$ cat src/rtl/fifo_rd_stream.sv
// -----------------------------------------------------------------------------
// fifo_rd_stream
//   Read-side output adapter of the dual-clock FIFO (read clock domain).
//   Turns the FIFO pop interface (pop request, registered empty flag, data one
//   cycle after the pop) into a valid/ready stream. A 3-entry in-order buffer
//   absorbs the read latency so the stream can move one word per clock.
//   Burst boundaries are marked with last_o.
//
// Ports
//   rd_clk_i    in   read-domain clock, rising edge
//   srst_i      in   synchronous active-high reset
//   rd_empty_i  in   FIFO empty flag (registered in the FIFO read logic)
//   rd_data_i   in   FIFO read data, valid the cycle after an issued pop
//   rd_req_o    out  pop request, only while rd_empty_i=0 and not in reset
//   data_o      out  head word of the output buffer
//   valid_o     out  data_o holds a word
//   ready_i     in   downstream accepts the head word this cycle
//   last_o      out  head word is the last word of a burst (qualified by valid_o)
//
// Handshake: a word transfers on a rising edge where valid_o=1 and ready_i=1.
// Once valid_o is high, data_o and last_o hold until that transfer happens;
// valid_o never drops without a transfer.
// -----------------------------------------------------------------------------
module fifo_rd_stream #(
  parameter int DWIDTH    = 8,
  parameter int BURST_LEN = 4
) (
  input  logic              rd_clk_i,
  input  logic              srst_i,
  input  logic              rd_empty_i,
  input  logic [DWIDTH-1:0] rd_data_i,
  output logic              rd_req_o,
  output logic [DWIDTH-1:0] data_o,
  output logic              valid_o,
  input  logic              ready_i,
  output logic              last_o
);

  localparam int BW = (BURST_LEN > 1) ? $clog2(BURST_LEN) : 1;
  localparam logic [BW-1:0] LAST_POS = BW'(BURST_LEN - 1);

  logic [1:0]        r_cnt;       // occupied buffer entries, 0..3
  logic              r_inflight;  // pop issued last cycle, data arrives now
  logic [BW-1:0]     r_burst;     // position of the head word in its burst
  logic [DWIDTH-1:0] r_buf [3];   // entry 0 is the head

  logic [2:0]        w_credit;
  logic              w_valid;
  logic              w_acc;
  logic              w_cap;
  logic [1:0]        w_wr_idx;
  logic [1:0]        w_cnt_nxt;
  logic [DWIDTH-1:0] w_buf_nxt [3];

  // Credit counts words already buffered plus the one still on its way, so a
  // pop is only issued when its data is guaranteed a free slot next cycle.
  // Built from registered state only: ready_i never reaches rd_req_o.
  assign w_credit = {1'b0, r_cnt} + {2'b00, r_inflight};
  assign rd_req_o = ~rd_empty_i & ~srst_i & (w_credit < 3'd3);

  assign w_valid   = (r_cnt != 2'd0);
  assign w_acc     = w_valid & ready_i;
  assign w_cap     = r_inflight;
  // The head shifts out before the capture lands, so the tail slot moves
  // down by one on an accept.
  assign w_wr_idx  = r_cnt - {1'b0, w_acc};
  assign w_cnt_nxt = r_cnt + {1'b0, w_cap} - {1'b0, w_acc};

  always_comb begin
    w_buf_nxt = r_buf;
    if (w_acc) begin
      w_buf_nxt[0] = r_buf[1];
      w_buf_nxt[1] = r_buf[2];
    end
    if (w_cap) begin
      case (w_wr_idx)
        2'd0:    w_buf_nxt[0] = rd_data_i;
        2'd1:    w_buf_nxt[1] = rd_data_i;
        2'd2:    w_buf_nxt[2] = rd_data_i;
        default: ;
      endcase
    end
  end

  always_ff @(posedge rd_clk_i) begin
    if (srst_i) begin
      // Data of a pop issued just before reset is dropped by clearing
      // r_inflight; the FIFO itself is reset alongside this block.
      r_cnt      <= 2'd0;
      r_inflight <= 1'b0;
      r_burst    <= '0;
      r_buf[0]   <= '0;
      r_buf[1]   <= '0;
      r_buf[2]   <= '0;
    end else begin
      r_cnt      <= w_cnt_nxt;
      r_inflight <= rd_req_o;
      r_buf      <= w_buf_nxt;
      if (w_acc) begin
        r_burst <= (r_burst == LAST_POS) ? '0 : r_burst + BW'(1);
      end
    end
  end

  assign data_o  = r_buf[0];
  assign valid_o = w_valid;
  assign last_o  = w_valid & (r_burst == LAST_POS);

endmodule

$ cat config.mk
export PLATFORM = sky130hd
export DESIGN_NAME = fifo_rd_stream
export DESIGN_NICKNAME = d
export VERILOG_FILES = /design/src/rtl/fifo_rd_stream.sv
export SDC_FILE = /design/constraint.sdc
export NUM_CORES = 1
export LEC_CHECK = 0
export BUFFER_PORTS_ARGS = -buffer_cell sky130_fd_sc_hd__buf_4
export CAP_MARGIN = 20
export CORE_MARGIN = 3
export CORE_UTILIZATION = 50
export CTS_CLUSTER_SIZE = 40
export DETAILED_ROUTE_END_ITERATION = 10
export PLACE_DENSITY = 0.79
export SETUP_SLACK_MARGIN = 0.2
export SLEW_MARGIN = 20
export SYNTH_ARGS = -nofsm -noshare
export SYNTH_HDL_FRONTEND = slang
export SYNTH_SLANG_ARGS = --single-unit
$ cat constraint.sdc
create_clock -name rd_clk_i -period 2.52 [get_ports rd_clk_i]
set_clock_uncertainty 0.1 [all_clocks]
set_input_delay 0.378 -clock rd_clk_i [delete_from_list [all_inputs] [get_ports rd_clk_i]]
set_output_delay 0.378 -clock rd_clk_i [all_outputs]
set_load 0.01 [all_outputs]
==> metrics.csv, run 1 <==
stage;metric;value;unit
synth;sequential cell area fraction in the yosys report;36.88;%
sta;highest clock rate;0.4439;GHz
pwr;sequential power share;40.4;%
global_routing;number of global-route vias before repair;1202;
drt;TritonRoute pass-1 iters;4;
synth;largest family of logic cells by synthesized area;compound AO/OA/AOI/OAI gates;
sta;worst slew pin tran;0.6138;ns
pwr;switching power;0.5225;mW
synth;Post-Syn Area;1574;sq um
cells_and_area;layout cell share with drive strength beyond 1;30.39;%
run;Max Cap Viol;0;
global_routing;All-Layer GR Usage;18.46;%
global_routing;initial antenna violation count;0;
floorplan;die height;62.11;microns
placed_design;Final HPWL DP;2313;microns
sta;Slew Viols, Final;0;
worst_setup_path;critical path buffer and inverter count;1;
drt;Via density;5.682;
synth;register bit total from synthesis;29;
sta;final setup fails;0;
pwr;leak pwr;0.6092;nW
synth;Compound-Gate Fraction of Synth Area;26.07;%
synth;synth unique cells;27;
worst_setup_path;Worst Path Required;2.04;ns
cts;clock net sink count;29;
synth;Synth top area share;36.88;%
drt;DR vias;1267;
pwr;total design power;1.517;mW
global_routing;first-pass GRT wire length;5713;microns
sta;Final Hold Fails;0;
floorplan;Initial Utilization;54.72;%
synth;post-synthesis adder-cell area fraction;3.180;%
cts;CTS Hold Bufs;0;
placed_design;worst slack at placement;0.4232;ns
drt;drt wl/cell;14.78;microns
synth;post-synthesis simple-gate area fraction;20.51;%
floorplan;io pins;23;
synth;top cells by count, synth;nand2_1 (36), dfxtp_1 (29), a21oi_1 (19);
synth;Avg Synthesized Cell Area;9.046;sq um
synth;predominant post-synthesis flop cell;dfxtp_1;
cells_and_area;Reg area;589.3;sq um
synth;Synth Area in XOR/XNOR;2.226;%
drt;number of routed nets with antenna violations;0;
pwr;Pwr Density;875.8;nW/um^2
cells_and_area;footprint of the multi-input gates;824.5;sq um
cts;clock latency on the worst-skew pair;0.34;ns
worst_setup_path;Max stage delay on crit path;0.39;ns
pwr;internal power;0.9942;mW
synth;count leader, synth;nand2_1;
worst_setup_path;critical path's most frequent cell;ha_1;
cells_and_area;Finished Cell Area;1732;sq um
floorplan;row count;19;
worst_setup_path;crit path cell chain;ha_1 -> ha_1 -> a2111oi_2 -> buf_4;
sta;setup_tns;0;ns
drt;First DRT Iteration DRCs;69;
floorplan;die area;3857;sq um
global_routing;pin count of the biggest net entering global routing;31;
cts;CTS tree;yes;
synth;largest area contributor in the netlist;dfxtp_1;
synth;Post-Syn Instances;174;
cts;root buffer cell;clkbuf_4;
cells_and_area;Final nets;196;
floorplan;core area;2877;sq um
sta;Rel. slew slack;58.79;%
cts;H-Tree Depth;2;
pwr;Clk pwr share;26.7;%
drt;Detailed Route WL;3296;microns
pwr;Comb power frac;33.0;%
worst_setup_path;slowest CP cell;dfxtp_4;
cells_and_area;Fill cells;243;
synth;number of enable flip-flop cells after synthesis;0;
worst_hold_path;Min-Delay Path Class;input pin to register;
pwr;VDD IR-drop max;0.3819;mV
placed_design;global placement routability congestion;0.7753;
placed_design;Port Buffers;22;
pwr;Sw Ratio;34.45;%
cells_and_area;ANT cells;0;
cts;clock-pin slew on the worst setup and hold paths;0.08;ns
worst_setup_path;delay-heaviest family, CP;adder cells;
cts;maximum clock insertion buffer count;2;
synth;syn nets;190;
worst_setup_path;CP Launch Type;register;
worst_setup_path;worst endpoint data arrival time;1.77;ns
cells_and_area;Syn-to-layout area delta;10.02;%
drt;DRC errors left;0;
sta;Final period util;89.40;%
synth;post-synthesis mux area share;0;%
synth;Post-synth ARST share;0;%
sta;Final WS setup;0.2672;ns
synth;YS warnings;0;
placed_design;post-place instance area;1632;sq um
cts;CTS buffer count;5;
worst_setup_path;crit path capture type;primary output;
worst_setup_path;worst-path fanout max;10;
worst_setup_path;Crit Path Category;register to primary output;
outcome;status;finished clean;
cts;postcts setup bufs;0;
synth;synth top area cells;dfxtp_1 (37%), a311oi_2 (15%), nand2_1 (8.6%);
floorplan;Die W;62.11;microns
global_routing;total gr overflow;0;
sta;Final min period;2.253;ns
sta;RSZ-0062 raised after global routing;no;
-- per-layer routing --
| layer | part of all wire, % | vias to the layer above | wire [microns] | GRT usage [%] |
|---|---|---|---|---|
| li1 | - | 623 | - | - |
| met1 | 45 | 605 | 1474 | 22.71 |
| met2 | 47 | 31 | 1556 | 28.90 |
| met3 | 6.0 | 8 | 198 | 6.847 |
| met4 | 2.0 | 0 | 66 | 8.011 |
| met5 | 0 | - | 0 | 0 |
-- worst reg2reg max path, delay by kind of cell (launching register included) --
family	cells	cell delay, ns
XOR/XNOR	2	0.29
AO/OA/AOI/OAI	2	0.26
AND/OR/NAND/NOR	1	0.32
adder cells (fa/ha/maj)	1	0.19
flip-flops	1	0.46
-- cells in the final DEF (no fill, tap or decap), types with 2 or more instances in the layout --
master | netlist | layout
ha_1 | 4 | 4
buf_4 | 9 | 24
a311oi_2 | 16 | 16
nor2b_1 | 2 | 2
xnor2_1 | 2 | 2
dfxtp_4 | 0 | 2
nor3_1 | 8 | 8
and2_1 | 2 | 2
nand2_1 | 36 | 36
dfxtp_1 | 29 | 26
a21oi_1 | 19 | 19
o21ai_0 | 9 | 9
clkbuf_4 | 0 | 5
nand3_1 | 8 | 8
xor2_1 | 2 | 2
or3_1 | 2 | 2
-- layout make-up --
class	count	share of cell area, %
sequential	29	34.03
tap	42	3.035
clock buffer	7	3.179
multi-input combinational	120	47.62
timing repair buffer	24	10.40
clock inverter	1	1.734
-- state kept, by name (all words and copies together) (netlist names) --
| register | flops |
|---|---|
| r_buf | 16 |
| data_o | 8 |
| r_burst | 2 |
| r_cnt | 2 |
| r_inflight | 1 |
-- power groups by stage --
stage                     combinational [mW]  sequential [mW]  clock (mW)
after floorplan                        0.465            0.574           0
after global placement                 0.465            0.609           0
after detailed placement               0.488            0.617           0
after CTS                              0.492            0.608       0.413
after global routing                   0.546            0.626       0.437
final                                  0.500            0.612       0.405
-- worst paths after layout --
kind | slack [ns] | endpoint | depth (start not counted) | start
setup reg to reg | 0.84 | r_cnt[1]$_SDFF_PP0_ | 6 | r_cnt[1]$_SDFF_PP0_
hold / removal | 0.12 | r_inflight$_SDFF_PP0_ | 2 | rd_empty_i
hold reg to reg | 0.38 | r_burst[1]$_SDFFE_PP0P_ | 2 | r_burst[1]$_SDFFE_PP0P_
setup / recovery | 0.27 | rd_req_o | 4 | r_cnt[0]$_SDFF_PP0_
-- stage by stage --
step | hold WS (ns) | cells | util (%)
finish | 0.1164 | 223 | 60.20
global route | 0.1239 | 223 | 60.20
CTS | 0.09727 | 223 | 59.85
detailed placement | 0.3633 | 215 | 56.72
global placement | 0.3452 | 215 | 56.72
floorplan | 0.3400 | 174 | -
-- timing repair --
action                     4_1_cts  5_1_grt
cloned                           0        0
resized for setup                3        4
setup endpoints to repair        1        1
-- cell families (layout without fill, tap and decap cells) --
family                   count (synthesis)  after routing
buffers and inverters                   25             32
adder cells (fa/ha/maj)                  4              4
AND/OR/NAND/NOR                         64             64
XOR/XNOR                                 4              4
flip-flops                              29             29
AO/OA/AOI/OAI                           48             48
(Power assumes the default switching activity.)
==> run 2, diff against run 1 <==
Settings changed: ABC_AREA from default to 1.
==> metrics.csv, run 2 <==
stage;metric;value;unit
drt;met2 routed WL;1439;microns
synth;register bit total from synthesis;29;
synth;sequential cell area fraction in the yosys report;36.85;%
drt;WL met1;1456;microns
sta;Final min period;2.177;ns
cts;root buffer cell;clkbuf_4;
synth;Post-Syn Area;1575;sq um
drt;DRC errors left;0;
cells_and_area;ANT cells;0;
sta;Slew Viols, Final;0;
pwr;Pwr Density;914.0;nW/um^2
drt;number of routed nets with antenna violations;0;
cells_and_area;final core occ;61.37;%
drt;Via density;4.622;
sta;Final Hold Fails;0;
pwr;leak pwr;0.9341;nW
synth;post-synthesis mux area share;0;%
synth;number of enable flip-flop cells after synthesis;0;
synth;Post-synth ARST share;0;%
cells_and_area;Syn-to-layout area delta;12.07;%
synth;Compound-Gate Fraction of Synth Area;4.686;%
global_routing;pin count of the biggest net entering global routing;22;
drt;Detailed Route WL;3068;microns
pwr;VDD IR-drop max;0.4603;mV
floorplan;Die W;62.13;microns
cts;H-Tree Depth;2;
synth;synth unique cells;27;
cells_and_area;Reg area;581.8;sq um
synth;count leader, synth;nand2_1;
sta;Rel. slew slack;54.91;%
drt;drt wl/cell;10.54;microns
global_routing;total gr overflow;0;
synth;Avg Synthesized Cell Area;6.703;sq um
drt;met3 WL;138;microns
synth;YS warnings;0;
cells_and_area;most frequent cells in the layout;nand2_1 (71), nor2_1 (52), dfxtp_1 (28), buf_4 (25), inv_1 (21);
synth;Synth Area in XOR/XNOR;1.112;%
synth;post-synthesis simple-gate area fraction;39.48;%
floorplan;row count;19;
global_routing;number of global-route vias before repair;1243;
floorplan;Initial Utilization;54.76;%
drt;TritonRoute pass-1 iters;6;
run;Max Cap Viol;0;
cts;maximum clock insertion buffer count;2;
outcome;status;finished clean;
floorplan;io pins;23;
synth;predominant post-synthesis flop cell;dfxtp_1;
worst_setup_path;R2R depth;6;
synth;post-synthesis adder-cell area fraction;3.177;%
cells_and_area;Largest register FFs;16;
worst_setup_path;worst endpoint data arrival time;1.70;ns
sta;final setup fails;0;
drt;DR vias;1345;
cts;clock-pin slew on the worst setup and hold paths;0.09;ns
cells_and_area;Final nets;264;
synth;Synth top area share;36.85;%
worst_setup_path;CP Launch Type;register;
synth;top cells by count, synth;nand2_1 (71), nor2_1 (52), dfxtp_1 (29);
floorplan;die height;62.13;microns
global_routing;first-pass GRT wire length;5506;microns
cells_and_area;largest reg by FF count;r_buf;
cts;CTS buffer count;5;
global_routing;initial antenna violation count;0;
worst_hold_path;Min-Delay Path Class;input pin to register;
sta;setup_tns;0;ns
placed_design;Port Buffers;22;
synth;Post-Syn Instances;235;
synth;synth top area cells;dfxtp_1 (37%), nand2_1 (17%), nor2_1 (12%);
floorplan;core area;2877;sq um
placed_design;Final HPWL DP;2048;microns
worst_hold_path;Hold Path Cell Cnt;2;
cts;CTS tree;yes;
worst_setup_path;Worst Path Required;2.04;ns
sta;Final period util;86.37;%
worst_setup_path;crit path capture type;primary output;
synth;largest family of logic cells by synthesized area;simple AND/OR/NAND/NOR gates;
global_routing;All-Layer GR Usage;17.57;%
drt;DR top layer;met4;
placed_design;global placement routability congestion;0.7480;
placed_design;post-place instance area;1674;sq um
cells_and_area;footprint of the multi-input gates;768.2;sq um
cells_and_area;Finished Cell Area;1765;sq um
synth;largest area contributor in the netlist;dfxtp_1;
drt;First DRT Iteration DRCs;94;
sta;worst slew pin tran;0.6744;ns
sta;highest clock rate;0.4594;GHz
sta;RSZ-0062 raised after global routing;no;
worst_setup_path;Crit Path Category;register to primary output;
cts;clock net sink count;29;
worst_setup_path;worst-path fanout max;8;
floorplan;die area;3860;sq um
cells_and_area;Fill cells;270;
synth;syn nets;251;
cells_and_area;most common cell after layout, fill and taps aside;nand2_1;
cells_and_area;layout cell share with drive strength beyond 1;17.67;%
cts;clock latency on the worst-skew pair;0.33;ns
[run 2: changes by cell type in the layout (fill, tap and decap cells not counted), sizes merged, moves of 8 or more]
cell,before,now
a21oi,19,2
a311oi,16,0
inv,0,23
nand2,36,73
nor2,0,52
nor3,8,0
[run 2: routing by layer]
| metal | global-route usage (%) | up-vias |
|---|---|---|
| li1 | - | 732 |
| met1 | 21.51 | 585 |
| met2 | 28.90 | 24 |
| met3 | 5.405 | 4 |
| met4 | 6.630 | 0 |
| met5 | 0 | - |
[run 2: worst max-delay path, stage by stage, from the launching register on]
cell	delay (ns)
dfxtp_1	0.31
buf_4	0.16
ha_1	0.19
ha_1	0.26
a21oi_1	0.15
nor3b_2	0.17
buf_4	0.14
[run 2: report_power, final]
group          total, mW  switching, mW  internal [mW]
clock network      0.404          0.167          0.237
logic              0.581          0.347          0.234
registers          0.628         0.0784          0.550
[run 2: layout make-up]
cell class	instances	share of cell area, %
Inverter	24	5.103
Clock inverter	1	1.701
Clock buffer	7	3.118
Multi-Input combinational cell	163	43.52
Tap cell	42	2.977
Sequential cell	29	32.96
Timing Repair Buffer	25	10.63
[run 2: per-stage QoR]
stage	total power, mW	instances	hold WS (ns)	setup slack [ns]
floorplan	1.115	235	0.3471	0.7522
global placement	1.209	283	0.3782	0.6767
detailed placement	1.218	283	0.3870	0.6451
CTS	1.626	291	0.09769	0.2797
global route	1.752	291	0.1010	0.2134
finish	1.614	291	0.1172	0.3435
[run 2: cells by family after synthesis]
kind of cell | count (synthesis)
simple gates | 146
buf+inv | 43
flops | 29
compound gates | 11
fa+ha+maj | 4
xor+xnor | 2
[run 2: path summary, 6_finish.rpt]
kind / startpoint / endpoint / slack, ns
max: r_inflight$_SDFF_PP0_ / rd_req_o / 0.34
min reg2reg: r_burst[1]$_SDFFE_PP0P_ / r_burst[1]$_SDFFE_PP0P_ / 0.40
max reg2reg: r_cnt[0]$_SDFF_PP0_ / r_cnt[1]$_SDFF_PP0_ / 0.88
min: rd_empty_i / r_inflight$_SDFF_PP0_ / 0.12
[run 2: timing repair]
action	CTS	global route
buffers inserted	0	0
resized for setup	0	2
endpoints found under the setup margin	0	1
hold buffers	0	0
